[config.mk]
export PLATFORM = sky130hd
export DESIGN_NAME = uart_stream_bridge
export DESIGN_NICKNAME = d
export VERILOG_FILES = /design/src/rtl/uart_stream_bridge.sv
export SDC_FILE = /design/constraint.sdc
export NUM_CORES = 1
export LEC_CHECK = 0
export BUFFER_PORTS_ARGS = -buffer_cell sky130_fd_sc_hd__buf_4
export CAP_MARGIN = 10
export CORE_MARGIN = 2
export CORE_UTILIZATION = 50
export CTS_CLUSTER_SIZE = 40
export DETAILED_ROUTE_END_ITERATION = 8
export GPL_TIMING_DRIVEN = 0
export HOLD_SLACK_MARGIN = 0.1
export PLACE_DENSITY = 0.78
export SKIP_CTS_REPAIR_TIMING = 1
export SKIP_LAST_GASP = 1
export SLEW_MARGIN = 20
export SYNTH_ARGS = -nofsm -noshare
export SYNTH_HDL_FRONTEND = slang
export SYNTH_SLANG_ARGS = --single-unit
[constraint.sdc]
create_clock -name clk -period 3.7 [get_ports clk]
set_clock_uncertainty 0.1 [all_clocks]
set_input_delay 0.37 -clock clk [delete_from_list [all_inputs] [get_ports clk]]
set_output_delay 0.37 -clock clk [all_outputs]
set_load 0.02 [all_outputs]
[src/rtl/uart_stream_bridge.sv]
// UART rx -> circular FIFO -> four-phase parallel port, with running CRC-8 (poly 0x07) over stored words.
// Word lands in the FIFO 1 cycle after the stop sample; output stalls on out_ack; optional parity bit under UART_PARITY_EN.
module uart_stream_bridge #(
  parameter int DATA_W       = 8,
  parameter int CLKS_PER_BIT = 1160,
  parameter int DEPTH        = 16
) (
  input  logic                     clk,
  input  logic                     reset,
  input  logic                     rx,
  input  logic                     out_ack,
  input  logic                     crc_clr,
  output logic [DATA_W-1:0]        out_data,
  output logic                     out_valid,
  output logic [7:0]               crc,
  output logic [$clog2(DEPTH):0]   fifo_count,
  output logic                     fifo_empty,
  output logic                     fifo_full,
  output logic                     frame_err,
  output logic [7:0]               overflow_cnt
`ifdef UART_PARITY_EN
  , output logic                   parity_err
`endif
);

  localparam int AW = $clog2(DEPTH);
  localparam int CW = AW + 1;
  localparam int DW = $clog2(CLKS_PER_BIT);
  localparam int BW = $clog2(DATA_W);
  localparam logic [DW-1:0] HALF_BIT = DW'(CLKS_PER_BIT / 2 - 1);
  localparam logic [DW-1:0] FULL_BIT = DW'(CLKS_PER_BIT - 1);
  localparam logic [BW-1:0] LAST_BIT = BW'(DATA_W - 1);

  typedef enum logic [2:0] {
    R_IDLE, R_START, R_DATA,
`ifdef UART_PARITY_EN
    R_PARITY,
`endif
    R_STOP
  } rxState_t;

  typedef enum logic [1:0] {O_IDLE, O_REQ, O_REL} outState_t;

  logic              rxMeta, rxS, ackMeta, ackS;
  rxState_t          rxState;
  outState_t         outState;
  logic [DW-1:0]     divCnt;
  logic [BW-1:0]     bitCnt;
  logic [DATA_W-1:0] shiftReg, pushDat, crcWord;
  logic              pushReq, parityBad, crcPend;
  logic              doPush, doPop, dropWord;
  logic [AW-1:0]     wrPtr, rdPtr;
  logic [CW-1:0]     nextCount;
  logic [DATA_W-1:0] mem [DEPTH];

  function automatic logic [7:0] crcStep(input logic [7:0] c, input logic [DATA_W-1:0] d);
    logic [7:0] r;
    r = c;
    for (int i = DATA_W - 1; i >= 0; i--)
      r = {r[6:0], 1'b0} ^ ((r[7] ^ d[i]) ? 8'h07 : 8'h00);
    return r;
  endfunction

  always_ff @(posedge clk or negedge reset) begin
    if (!reset) begin
      rxMeta  <= 1'b1;
      rxS     <= 1'b1;
      ackMeta <= 1'b0;
      ackS    <= 1'b0;
    end else begin
      rxMeta  <= rx;
      rxS     <= rxMeta;
      ackMeta <= out_ack;
      ackS    <= ackMeta;
    end
  end

`ifndef UART_PARITY_EN
  assign parityBad = 1'b0;
`endif

  always_ff @(posedge clk or negedge reset) begin
    if (!reset) begin
      rxState   <= R_IDLE;
      divCnt    <= '0;
      bitCnt    <= '0;
      shiftReg  <= '0;
      pushReq   <= 1'b0;
      pushDat   <= '0;
      frame_err <= 1'b0;
`ifdef UART_PARITY_EN
      parityBad  <= 1'b0;
      parity_err <= 1'b0;
`endif
    end else begin
      pushReq   <= 1'b0;
      frame_err <= 1'b0;
`ifdef UART_PARITY_EN
      parity_err <= 1'b0;
`endif
      case (rxState)
        R_IDLE: begin
          divCnt <= '0;
          if (!rxS) rxState <= R_START;
        end
        // A start bit that is no longer low at mid-bit is treated as line noise.
        R_START: begin
          if (divCnt == HALF_BIT) begin
            divCnt  <= '0;
            bitCnt  <= '0;
            rxState <= rxS ? R_IDLE : R_DATA;
          end else divCnt <= divCnt + DW'(1);
        end
        R_DATA: begin
          if (divCnt == FULL_BIT) begin
            divCnt   <= '0;
            shiftReg <= {rxS, shiftReg[DATA_W-1:1]};
            if (bitCnt == LAST_BIT)
`ifdef UART_PARITY_EN
              rxState <= R_PARITY;
`else
              rxState <= R_STOP;
`endif
            else bitCnt <= bitCnt + BW'(1);
          end else divCnt <= divCnt + DW'(1);
        end
`ifdef UART_PARITY_EN
        R_PARITY: begin
          if (divCnt == FULL_BIT) begin
            divCnt    <= '0;
            parityBad <= rxS ^ (^shiftReg);
            rxState   <= R_STOP;
          end else divCnt <= divCnt + DW'(1);
        end
`endif
        R_STOP: begin
          if (divCnt == FULL_BIT) begin
            divCnt  <= '0;
            rxState <= R_IDLE;
            if (rxS && !parityBad) begin
              pushReq <= 1'b1;
              pushDat <= shiftReg;
            end
            if (!rxS) frame_err <= 1'b1;
`ifdef UART_PARITY_EN
            parity_err <= parityBad;
`endif
          end else divCnt <= divCnt + DW'(1);
        end
        default: rxState <= R_IDLE;
      endcase
    end
  end

  // Full/empty are judged on the registered occupancy, i.e. before any same-cycle pop.
  always_comb begin
    doPush    = pushReq && !fifo_full;
    dropWord  = pushReq && fifo_full;
    doPop     = (outState == O_IDLE) && !fifo_empty && !ackS;
    nextCount = fifo_count + CW'(doPush) - CW'(doPop);
  end

  always_ff @(posedge clk) begin
    if (doPush) mem[wrPtr] <= pushDat;
  end

  always_ff @(posedge clk or negedge reset) begin
    if (!reset) begin
      wrPtr        <= '0;
      fifo_count   <= '0;
      fifo_empty   <= 1'b1;
      fifo_full    <= 1'b0;
      overflow_cnt <= '0;
      crc          <= '0;
      crcPend      <= 1'b0;
      crcWord      <= '0;
    end else begin
      if (doPush) wrPtr <= wrPtr + AW'(1);
      if (dropWord && overflow_cnt != 8'hFF) overflow_cnt <= overflow_cnt + 8'd1;
      fifo_count <= nextCount;
      fifo_empty <= (nextCount == '0);
      fifo_full  <= (nextCount == CW'(DEPTH));
      crcPend    <= doPush;
      if (doPush) crcWord <= pushDat;
      if (crcPend) crc <= crcStep(crc_clr ? 8'h00 : crc, crcWord);
      else if (crc_clr) crc <= 8'h00;
    end
  end

  always_ff @(posedge clk or negedge reset) begin
    if (!reset) begin
      outState  <= O_IDLE;
      rdPtr     <= '0;
      out_valid <= 1'b0;
      out_data  <= '0;
    end else begin
      case (outState)
        O_IDLE: if (doPop) begin
          out_data  <= mem[rdPtr];
          out_valid <= 1'b1;
          rdPtr     <= rdPtr + AW'(1);
          outState  <= O_REQ;
        end
        O_REQ: if (ackS) begin
          out_valid <= 1'b0;
          outState  <= O_REL;
        end
        O_REL: if (!ackS) outState <= O_IDLE;
        default: outState <= O_IDLE;
      endcase
    end
  end

endmodule

# After elaboration in Yosys (flattened, before gate mapping)
# Memories as Yosys holds them, arrays and structs flattened. A register that Yosys moved wholly into a read port is not among the register bits.
# Index checks and enable logic that the tools add are counted.
# word_totals
regBits	82
wordCells	127
input_bits	5
output_inout_bits	33
n_memories	1
mem_bits_rw	128
# memory_table
memory	words	width	rd	rd_ports_with_merged_regs	write_ports	line_no	source
mem	16	8	1	1	1	54	logic [DATA_W-1:0] mem [DEPTH];
# classes
reduce_logical	23
muxes	39
bitwise_logic	16
n_addsub	7
n_eq_ne	19
# op_table
op	n
XOR 8 x 3 -> 8 bit	8
two-way mux 3 bit	16
case mux 11 bit (3 select lines)	1
two-way mux 11 bit	2
inequality test 2 bit, second input constant	9
two-way mux 8 bit	2
case mux 3 bit (4 select lines)	1
adder 11 x 1 -> 11 bit, second input constant	1
equality test 11 x 10 -> 1 bit, second input constant	1
equality test 11 bit, second input constant	1
two-way mux 1 bit	10
AND reduction 3 bit	3
adder 4 x 1 -> 4 bit, second input constant	2
adder 8 x 1 -> 8 bit, second input constant	1
two-way mux 2 bit	4
inequality test 8 bit, second input constant	1
XOR 1 bit	8
equality test 3 x 2 -> 1 bit, second input constant	2
case mux 2 bit (3 select lines)	1
case mux 3 bit (2 select lines)	1
adder 5 x 1 -> 5 bit	1
equality test 5 bit, second input constant	1
logical AND 1 bit	5
zero test 5 bit	1
other kinds (16)	21

# Longest topological paths before layout
# Gate-level depths: netlist (run 1).
# depth
ltp_word	26
ltp_mapped	11
mapped_depth_nobuf	10

# Worst setup path before layout (run 1)
# No wires, ideal clock.
# synth_path
path_type	flip-flop to flip-flop
from	register fifo_full
to	register fifo_full
arrival_ns	2.789
synth_period_minus_slack_ns	2.962
path_stages_with_launch	11
path_buffers	2
required_time_ns	3.527
setup_ns	0.073
setup_slack_ns	0.738
path_cell_list	dfrtp_1 > nor2b_1 > clkbuf_1 > buf_1 > nand2b_1 > nand2_1 > ha_1 > fa_1 > xor2_1 > or4_1 > nor2b_1
# synth_via
elab_chain_cells	5
# synth_lines
element	line_no	source
start: declaration	18	output logic fifo_full,
start signal: assignment	182	fifo_full <= (nextCount == CW'(DEPTH));
zero test 1 bit	157	doPush = pushReq && !fifo_full;
logical AND 1 bit	157	
via doPush	51	logic doPush, doPop, dropWord;
adder 5 x 1 -> 5 bit	160	nextCount = fifo_count + CW'(doPush) - CW'(doPop);
subtractor 5 x 1 -> 5 bit	160	
via nextCount[2]	53	logic [CW-1:0] nextCount;
equality test 5 bit	182	
# The timed path passes the listed nets, and every way through them passes these cells.
# A chain may end at the register's enable or synchronous reset.

# Worst setup path after layout (run 1)
# layout_path
from	register fifo_full
to	register fifo_empty
# layout_via
elab_chain_cells	5
# layout_lines
element	line_no	source
zero test 1 bit	157	
logical AND 1 bit	157	
via doPush	51	
adder 5 x 1 -> 5 bit	160	
subtractor 5 x 1 -> 5 bit	160	
via nextCount[2]	53	
zero test 5 bit	181	fifo_empty <= (nextCount == '0);
end signal: assignment	181	
end: declaration	17	output logic fifo_empty,
# The timed path passes the listed nets, and every way through them passes these cells.

==> results of run 1 <==
layout by cell type (no fill, tap or decap), types with 5 or more instances in the layout:
master and count:
dfrtp_1 86, a221oi_1 8, nand3_1 8, nor2b_1 7, buf_4 39, clkbuf_16 23
nand2_1 40, ha_1 13, xor2_1 18, mux4_2 32, xnor2_1 35, nor2_1 36
nor3_1 5, mux2_2 25, a22o_1 10, nand4_1 5, o21ai_0 16, clkinv_1 6
clkbuf_1 10, inv_1 13, edfxtp_1 128, nand2b_1 7
logic make-up after synthesis:
group | Yosys count | share of synthesized area
mux | 62 | 0.1177
fa+ha+maj | 14 | 0.02039
simple gates | 128 | 0.07109
buf+inv | 34 | 0.01732
flops | 217 | 0.6781
xor+xnor | 53 | 0.05182
compound gates | 53 | 0.04358
path summary, 6_finish.rpt:
check,startpoint,end,depth (start not counted)
setup / recovery,fifo_full,fifo_empty,10
hold / removal,crc_clr,crc[7],2
setup reg to reg,fifo_full,fifo_empty,10
hold reg to reg,rxMeta,rxS,0
max in group asynchronous,reset,crc[7],2
min in group asynchronous,reset,fifo_count[3],2
per-stage QoR:
step                total power (uW)  worst slack (ns)  cell area (um^2)
floorplan                       3662            0.7379              8959
global placement                4001            0.2162              9510
finish                          6122            0.2801             10260
detailed placement              4060            0.1315              9530
CTS                             6184           0.06998             10220
global route                    6409           0.05365             10260
area by class of cell:
type,count,area (um^2)
plain buffers,21,107.6
clock buffers,26,586.8
clock inverters,15,107.6
fillers,1318,7157
inverters,13,48.80
multi-input cells,310,2749
flip-flops and latches,217,6075
well taps,225,281.5
repair buffers,39,304.0
power by group:
part / switching [uW] / leakage, uW / internal (uW)
Combinational: 677 / 0.00131 / 535
Clock: 913 / 0.000332 / 1210
Sequential: 105 / 0.00205 / 2680
Total: 1700 / 0.00369 / 4430
layer usage:
metal	vias up	global-route usage	wire (um)
li1	2222	-	-
met5	-	0	0
met2	131	0.3276	8658
met3	30	0.03143	848
met4	0	0.05896	471
met1	2507	0.2394	6893
registers in the layout (all words and copies together) (netlist names), 2 cells and up:
| name | count |
|---|---|
| bitCnt | 3 |
| crc | 8 |
| crcWord | 8 |
| divCnt | 11 |
| fifo_count | 5 |
| mem | 128 |
| outState | 2 |
| out_data | 8 |
| overflow_cnt | 8 |
| pushDat | 8 |
| rdPtr | 4 |
| rxState | 2 |
| shiftReg | 8 |
| wrPtr | 4 |
==> summary.md, run 1 <==
| Metric | Value |
|---|---|
| Fin crit period | ~3.4 ns |
| Layout Utilization | 0.5891 |
| Drt drc | 0 |
| YS warnings | 0 |
| Drt pass-1 iters | 5 |
| Post-synthesis register bit count | 217 |
| Peak VDD IR | 0.5534 mV |
| Die area | 19000 um^2 |
| Clock Latency Late Sink | 0.50 ns |
| Worst hold path class | primary input to flop |
| Global-route wire length before repair | approximately 27 mm |
| Lkg Pwr | 0.003691 uW |
| Avg Vias per Cell | ~5.6 |
| Total global-route track usage | 0.1870 |
| IO Port Bufs | 36 |
| Area growth syn-to-layout | 14.52% |
| R2R setup slack | around 0.28 ns |
| Synth cell types | 51 |
| Vias in the first global route | between 5000 and 6000 |
| Crit path kind | flop to flop |
| Synth top area share | 0.4291 |
| Ranking of synthesized cells by area | edfxtp_1 (43%), dfrtp_1 (24%), mux4_2 (8.0%) |
| Final setup violation count | 0 |
| EDFF count, synth | 128 |
| Die width | ~140 um |
| ANT cells | 0 |
| Buffer depth of the longest clock path | 3 |
| Clock Pin Slew Worst Setup and Hold Paths | 0.06 ns |
| Req. time, crit path | 4.02 ns |
| Net Count, Synth | between 500 and 600 |
| Die height | ~140 um |
| CP arrival | 3.74 ns |
| DR iter-0 viols | 312 |
| CP Max Fanout | 10 |
| Num rows | between 40 and 50 |
| Largest net degree at the start of global routing | 90 |
| Fmax | 0.2924 GHz |
| Synth Instances | 561 |
| Final wirelength | 16.87 mm |
| Layout Nets | 644 |
| Total CTS buffers | 23 |
| Slowest cell on the critical path | or4_1 |
| Dpl cells | 822 |
| Tightest Pin Transition | between 0.8 and 0.9 ns |
| Async S/R FF share, synth | 0.4101 |
| Vias | 4890 |
| Final Cycle Share | 0.9243 |
| Cell Count, Final, Fillers Out | 866 |
| Final Max Tran Viols | 0 |
| Area leader, netlist | edfxtp_1 |
| Synth cell count leaders | edfxtp_1 (128), dfrtp_1 (86), nand2_1 (40), nor2_1 (36), xnor2_1 (35) |
| Wire length per cell | 19.48 um |
| Initial antenna violation count | 0 |
| Worst setup EP type | flop |
| Outcome | finished clean |
| Post-DP HPWL | 11.17 mm |
| CTS root buf | clkbuf_16 |
| Final hold slack | 0.1174 ns |
| Placer Congestion | 0.7959 |
| Max-Cap Viols | 0 |
| Top-count cell post-synth | edfxtp_1 |
| Core Region | 17420 um^2 |
| Avg Cell Area, Syn | approximately 16 um^2 |
| RSZ-0062 raised after global routing | no |
| Slew margin rel. | 0.4266 |
| Power per standard cell area | about 600 nW/um^2 |
| Setup TNS | 0 ns |
| Sequential fraction of the synthesis area | 0.6781 |
| Mapped cell area | approximately 9000 um^2 |
| Initial Util | 0.5144 |
| Fraction of layout cells with a size suffix above 1 | 0.2278 |
| H-tree depth | 1 |
| Crit start category | flop |
| Critical Path Max Stage Delay | 0.51 ns |
| Routed Antenna Nets | 0 |
| Grt total ovfl | 0 |
| Cell family with most CP delay | simple AND/OR/NAND/NOR gates |
| Clock Sink Count | 217 |
| Post-synth top flop | edfxtp_1 |
| Worst path cell trace | nor2b_1 -> clkbuf_1 -> clkbuf_2 -> nand2b_1 -> nand2_1 -> ha_1 -> fa_1 -> xor2_1 -> or4_1 -> nor2_1 |
| CTS tree | done |
| Fin. Hold Viols | 0 |
| # IOs | 38 |
| Worst Path Buf+Inv | 2 |
No activity file was read; power rests on OpenSTA's default activity.
==> inputs of run 2 (changes only) <==
Settings changed: PLACE_DENSITY 0.78 to 0.68.
==> run 2 against run 1 <==
Compared with the run above:
- worst setup slack better by 0.14 ns
- flip-flop and latch count stayed put
- non-clock buffer count stayed put
- count of clock-buffer cells in the layout is 1 higher
- fmax is 4.1% higher
- critical path depth stayed put
- sequential share of layout area is 0.14 points lower
- combinational power hardly changed
- die area stayed put
- hold slack worse by 0.015 ns
- critical path type unchanged
==> summary.md, run 2 (same netlist as run 1, synthesis figures left out) <==
| Metric | Value |
|---|---|
| Num rows | 48 (unchanged) |
| Commonest non-fill, non-tap cell in the layout | edfxtp_1 |
| Initial antenna violation count | 0 (unchanged) |
| Final setup violation count | 0 (unchanged) |
| H-tree depth | 1 (unchanged) |
| Drt pass-1 iters | 4 (-1) |
| Pre-CTS setup slack | 0.2894 ns (+0.1579 ns) |
| Sw Ratio | 0.2785 (+0.001496) |
| Switching power | 1725 uW (+1.7%) |
| Worst setup margin | 0.4157 ns (+0.1356 ns) |
| Placer Congestion | 0.7383 (-7.2%) |
| Internal Dissipation | 4468 uW (+0.96%) |
| Layout Nets | 644 (unchanged) |
| Largest net degree at the start of global routing | 90 (unchanged) |
| DR iter-0 viols | 390 (+25%) |
| Final Max Tran Viols | 0 (unchanged) |
| Top Usage Layer GRT | met2 |
| Routed Antenna Nets | 0 (unchanged) |
| Max-Cap Viols | 0 (unchanged) |
| Worst setup EP type | flop |
| Core Region | 17420 um^2 (unchanged) |
| Fraction of layout cells with a size suffix above 1 | 0.2336 (+0.005876) |
| Final Cycle Share | 0.8876 (-0.03666) |
| Top flop regs | mem: 128 flops, divCnt: 11 flops |
| Clock Sink Count | 217 (unchanged) |
| Max reg flops | 128 (unchanged) |
| Reg power frac | 0.449 (-0.006) |
| Avg Vias per Cell | 5.537 (-1.9%) |
| Global-route wire length before repair | 26.51 mm (-1.9%) |
| Die height | 137.9 um (unchanged) |
| Power per standard cell area | 602.2 nW/um^2 (+0.93%) |
| ANT cells | 0 (unchanged) |
| M1 GR Usage | 0.2450 (+0.005647) |
| Met2 usage | 0.3135 (-0.01403) |
| Largest register by flop count | mem |
| Global routing usage on met3 | 0.02522 (-0.006213) |
| Clock Pin Slew Worst Setup and Hold Paths | 0.06 ns (about the same) |
| Crit start category | flop |
| Most frequent cells in the layout | edfxtp_1 (128), dfrtp_1 (86), nand2_1 (40) |
| Post-DP HPWL | 10.73 mm (-3.9%) |
| Buffer depth of the longest clock path | 3 (unchanged) |
| # IOs | 38 (unchanged) |
| Lkg Pwr | 0.003712 uW (+0.58%) |
| Total global-route track usage | 0.1825 (-0.004431) |
| CP Max Fanout | 10 (unchanged) |
| Final wirelength | 16.65 mm (-1.3%) |
| Clock Latency Late Sink | 0.51 ns (about the same) |
| Clock Power Share | 0.350 (+0.003) |
| CP arrival | 3.62 ns (-0.12 ns) |
| Fin. Hold Viols | 0 (unchanged) |
| Req. time, crit path | 4.03 ns (about the same) |
| RSZ-0062 raised after global routing | no |
| Initial Util | 0.5144 (unchanged) |
| Peak VDD IR | 0.3956 mV (-29%) |
| Worst hold path class | primary input to flop |
| Grt total ovfl | 0 (unchanged) |
| CTS tree | done |
| Tightest Pin Transition | 0.8783 ns (+0.02603 ns) |
| Vias | 4801 (-1.8%) |
| Slew margin rel. | 0.4091 (-0.01752) |
| Die area | 19000 um^2 (unchanged) |
| IO Port Bufs | 36 (unchanged) |
| Fmax | 0.3045 GHz (+4.1%) |
| Die width | 137.9 um (unchanged) |
| Setup TNS | 0 ns (unchanged) |
| Area growth syn-to-layout | 14.79% |
| Crit path kind | flop to flop |
| Vias in the first global route | 4928 (-3.4%) |
| Wire length per cell | 19.20 um (-1.5%) |
| Drt drc | 0 (unchanged) |
| CTS root buf | clkbuf_16 |
| Comb power frac | 0.201 (+0.003) |
| Total CTS buffers | 23 (unchanged) |
| Outcome | finished clean |
| Fin crit period | 3.284 ns (-0.1356 ns) |
-- run 2: cell count changes in the layout (fill, tap and decap cells not counted) --
cell / change
clkbuf_1: -1
clkbuf_8: +2
clkinv_1: -2
clkinv_2: +3
clkinv_4: +1
clkinvlp_4: -1
inv_6: -1
-- run 2: area by class of cell --
| type | instances | area, um^2 |
|---|---|---|
| repair buffers | 39 | 304.0 |
| clock inverters | 15 | 107.6 |
| plain buffers | 21 | 107.6 |
| fillers | 1318 | 7133 |
| flip-flops and latches | 217 | 6075 |
| clock buffers | 27 | 610.6 |
| well taps | 225 | 281.5 |
| multi-input cells | 310 | 2749 |
| inverters | 13 | 48.80 |
-- run 2: metrics by stage --
stage | std cells | hold WS [ns] | area, um^2 | power (uW) | util
5_1_grt | 867 | 0.1130 | 10280 | 6475 | 0.5904
4_1_cts | 864 | -0.1429 | 10250 | 6244 | 0.5884
3_3_place_gp | 822 | 0.2465 | 9510 | 4034 | 0.5460
3_5_place_dp | 822 | 0.2495 | 9530 | 4073 | 0.5472
2_1_floorplan | 561 | -0.02559 | 8959 | 3662 | -
6_report | 867 | 0.1020 | 10280 | 6193 | 0.5904
-- run 2: metal layers --
metal | vias up | share of wire
met1 | 2423 | 0.43
li1 | 2219 | -
met4 | 0 | 0.019
met5 | - | 0
met3 | 24 | 0.054
met2 | 135 | 0.50
-- run 2: worst paths after layout --
kind                            cells after the start            end  slack [ns]  startpoint
worst max-delay path                               10      fifo_full        0.42   fifo_full
worst min-delay path                                2         crc[7]        0.10     crc_clr
worst max register to register                     10      fifo_full        0.42   fifo_full
worst min register to register                      0           ackS        0.26     ackMeta
max in group asynchronous                           2     crcWord[3]        2.51       reset
min in group asynchronous                           2  fifo_count[4]        0.38       reset
-- run 2: worst max-delay path: stages (launching register included) --
cell	delay [ns]
dfrtp_1	0.42
nor2b_1	0.13
clkbuf_1	0.48
clkbuf_2	0.36
nand2b_1	0.21
nand2_1	0.07
ha_1	0.21
fa_1	0.40
xor2_1	0.18
or4_1	0.51
nor2b_1	0.14
-- run 2: power by group through the flow --
stage          Combinational (uW)  Sequential, uW  Clock, uW
2_1_floorplan                 747            2910          0
3_3_place_gp                 1210            2820          0
3_5_place_dp                 1240            2830          0
4_1_cts                      1260            2780       2210
5_1_grt                      1370            2800       2310
6_report                     1240            2780       2170
==> inputs of run 3 (changes only) <==
Settings changed: BUFFER_PORTS_ARGS -buffer_cell sky130_fd_sc_hd__buf_4 to -buffer_cell sky130_fd_sc_hd__buf_2.
==> run 3 against run 2 <==
Compared with the run above:
- largest power group unchanged
- count of clock-buffer cells in the layout increased by 10
- via count decreased by 0.71%
- largest cell class unchanged
- critical path depth unchanged
- combinational power decreased by 4%
- hold slack improved by 0.018 ns
- critical path type unchanged
- clock power decreased by 5%
- flip-flop and latch count unchanged
- die area unchanged
- routed wire length decreased by 1.2%
==> summary.md, run 3 (same netlist as run 1, synthesis figures left out) <==
| Metric | Value |
|---|---|
| Cell Count, Final, Fillers Out | 866 (-0.12%) |
| CTS root buf | clkbuf_16 |
| Crit start category | flop |
| CP Max Fanout | 10 (unchanged) |
| Worst setup EP type | flop |
| Vias | 4767 (-0.71%) |
| Power per standard cell area | 593.1 nW/um^2 (-1.5%) |
| Peak VDD IR | 0.3948 mV (-0.19%) |
| Critical Path Max Stage Delay | 0.50 ns (about the same) |
| HP Start | crc_clr |
| Post-DP HPWL | 10.87 mm (+1.2%) |
| Crit Reg-Reg Endpoint | fifo_empty |
| Crit path kind | flop to flop |
| Setup TNS | 0 ns (unchanged) |
| Hold Path Cell Cnt | 2 (unchanged) |
| Fin crit period | 3.440 ns (+0.1555 ns) |
| Most frequent cells in the layout | edfxtp_1 (128), dfrtp_1 (86), nand2_1 (40) |
| Layout Nets | 644 (unchanged) |
| CTS tree | done |
| Num rows | 48 (unchanged) |
| Req. time, crit path | 4.02 ns (about the same) |
| Placer Congestion | 0.7584 (+2.7%) |
| Register-to-Register Path Depth | 10 (unchanged) |
| Worst path cell trace | nor2b_1 -> clkbuf_1 -> buf_1 -> nand2b_1 -> nand2_1 -> ha_1 -> fa_1 -> xor2_1 -> or4_1 -> nor2_1 |
| Largest net degree at the start of global routing | 47 (-48%) |
| Buffer depth of the longest clock path | 3 (unchanged) |
| Routed Antenna Nets | 0 (unchanged) |
| Slowest cell on the critical path | or4_1 |
| Grt total ovfl | 0 (unchanged) |
| Area growth syn-to-layout | 13.60% |
| Fmax | 0.2907 GHz (-4.5%) |
| Final wirelength | 16.44 mm (-1.2%) |
| Tightest Pin Transition | 0.8980 ns (+0.01972 ns) |
| Final Cycle Share | 0.9297 (+0.04204) |
| Slew margin rel. | 0.3958 (-0.01327) |
| Tot Pwr | 6037 uW (-2.5%) |
| H-tree depth | 1 (unchanged) |
| Drt pass-1 iters | 4 (unchanged) |
| R2R Path Start | fifo_full |
| Clock Pin Slew Worst Setup and Hold Paths | 0.06 ns (about the same) |
| Worst Path Buf+Inv | 2 (unchanged) |
| Core Region | 17420 um^2 (unchanged) |
| Max reg flops | 128 (unchanged) |
| Fraction of layout cells with a size suffix above 1 | 0.2246 (-0.008996) |
| Worst hold path class | primary input to flop |
| ANT cells | 0 (unchanged) |
| Top flop regs | mem: 128 flops, divCnt: 11 flops |
| Die width | 137.9 um (unchanged) |
| Avg Vias per Cell | 5.505 (-0.59%) |
| Lkg Pwr | 0.003689 uW (-0.64%) |
| Wire length per cell | 18.99 um (-1.1%) |
| Global-route wire length before repair | 25.94 mm (-2.1%) |
| Final Max Tran Viols | 0 (unchanged) |
| Drt drc | 0 (unchanged) |
| R2R setup slack | 0.26 ns (-0.16 ns) |
| Outcome | finished clean |
| Dpl cells | 823 (+0.12%) |
| DR iter-0 viols | 354 (-9.2%) |
| Total CTS buffers | 22 (-4.3%) |
| Largest register by flop count | mem |
| CP arrival | 3.76 ns (+0.14 ns) |
| RSZ-0062 raised after global routing | no |
| Initial Util | 0.5144 (unchanged) |
| # IOs | 38 (unchanged) |
| Clock Latency Late Sink | 0.50 ns (about the same) |
| Commonest non-fill, non-tap cell in the layout | edfxtp_1 |
| Total global-route track usage | 0.1806 (-0.001960) |
| Die height | 137.9 um (unchanged) |
| Vias in the first global route | 4724 (-4.1%) |
| Final setup violation count | 0 (unchanged) |
| IO Port Bufs | 36 (unchanged) |
| Initial antenna violation count | 0 (unchanged) |
| Max-Cap Viols | 0 (unchanged) |
| Die area | 19000 um^2 (unchanged) |
| Fin. Hold Viols | 0 (unchanged) |
| Cell family with most CP delay | simple AND/OR/NAND/NOR gates |
| Hold worst-path end | crc[7] |
| Clock Sink Count | 217 (unchanged) |
==> run 3: worst register-to-register path: stages (launching register included) <==
cell      delay (ns)
dfrtp_1         0.41
nor2b_1         0.12
clkbuf_1        0.47
buf_1           0.49
nand2b_1        0.26
nand2_1         0.08
ha_1            0.21
fa_1            0.40
xor2_1          0.17
or4_1           0.50
nor2_1          0.15
==> run 3: per-stage QoR <==
step,worst slack (ns),util,hold WS (ns),cell area (um^2)
after global routing,0.01072,0.5843,0.1398,10180
after detailed placement,0.2427,0.5438,0.2418,9470
after CTS,0.2128,0.5826,-0.2103,10150
final,0.2602,0.5843,0.1199,10180
after global placement,0.2827,0.5409,0.2464,9420
after floorplan,0.7379,-,-0.02559,8959
==> run 3: cell type report <==
cell class	count	area (um^2)
buffer	21	106.4
clock buffer	37	661.9
clock inverter	3	15.01
fill	1347	7239
inverter	13	48.80
multi-input combinational	310	2749
sequential	217	6075
tap	225	281.5
timing repair buffer	40	240.2
==> run 3: worst max path at each step <==
stage / start / to / depth (start not counted)
floorplan: fifo_full / fifo_full / 10
global placement: fifo_full / fifo_empty / 10
detailed placement: fifo_full / fifo_empty / 10
CTS: fifo_full / fifo_empty / 10
global route: fifo_full / fifo_empty / 10
finish: fifo_full / fifo_empty / 10
==> run 3: metal layers <==
metal | vias up | share of wire | track usage
li1 | 2223 | - | -
met1 | 2414 | 0.43 | 0.2477
met2 | 97 | 0.50 | 0.3006
met3 | 33 | 0.047 | 0.02924
met4 | 0 | 0.024 | 0.05329
met5 | - | 0 | 0
==> run 3: where the power goes <==
group	total, uW	internal (uW)	switching, uW
combinational	1190	490	699
sequential	2770	2680	95.7
clock	2070	1210	860
total	6040	4380	1650
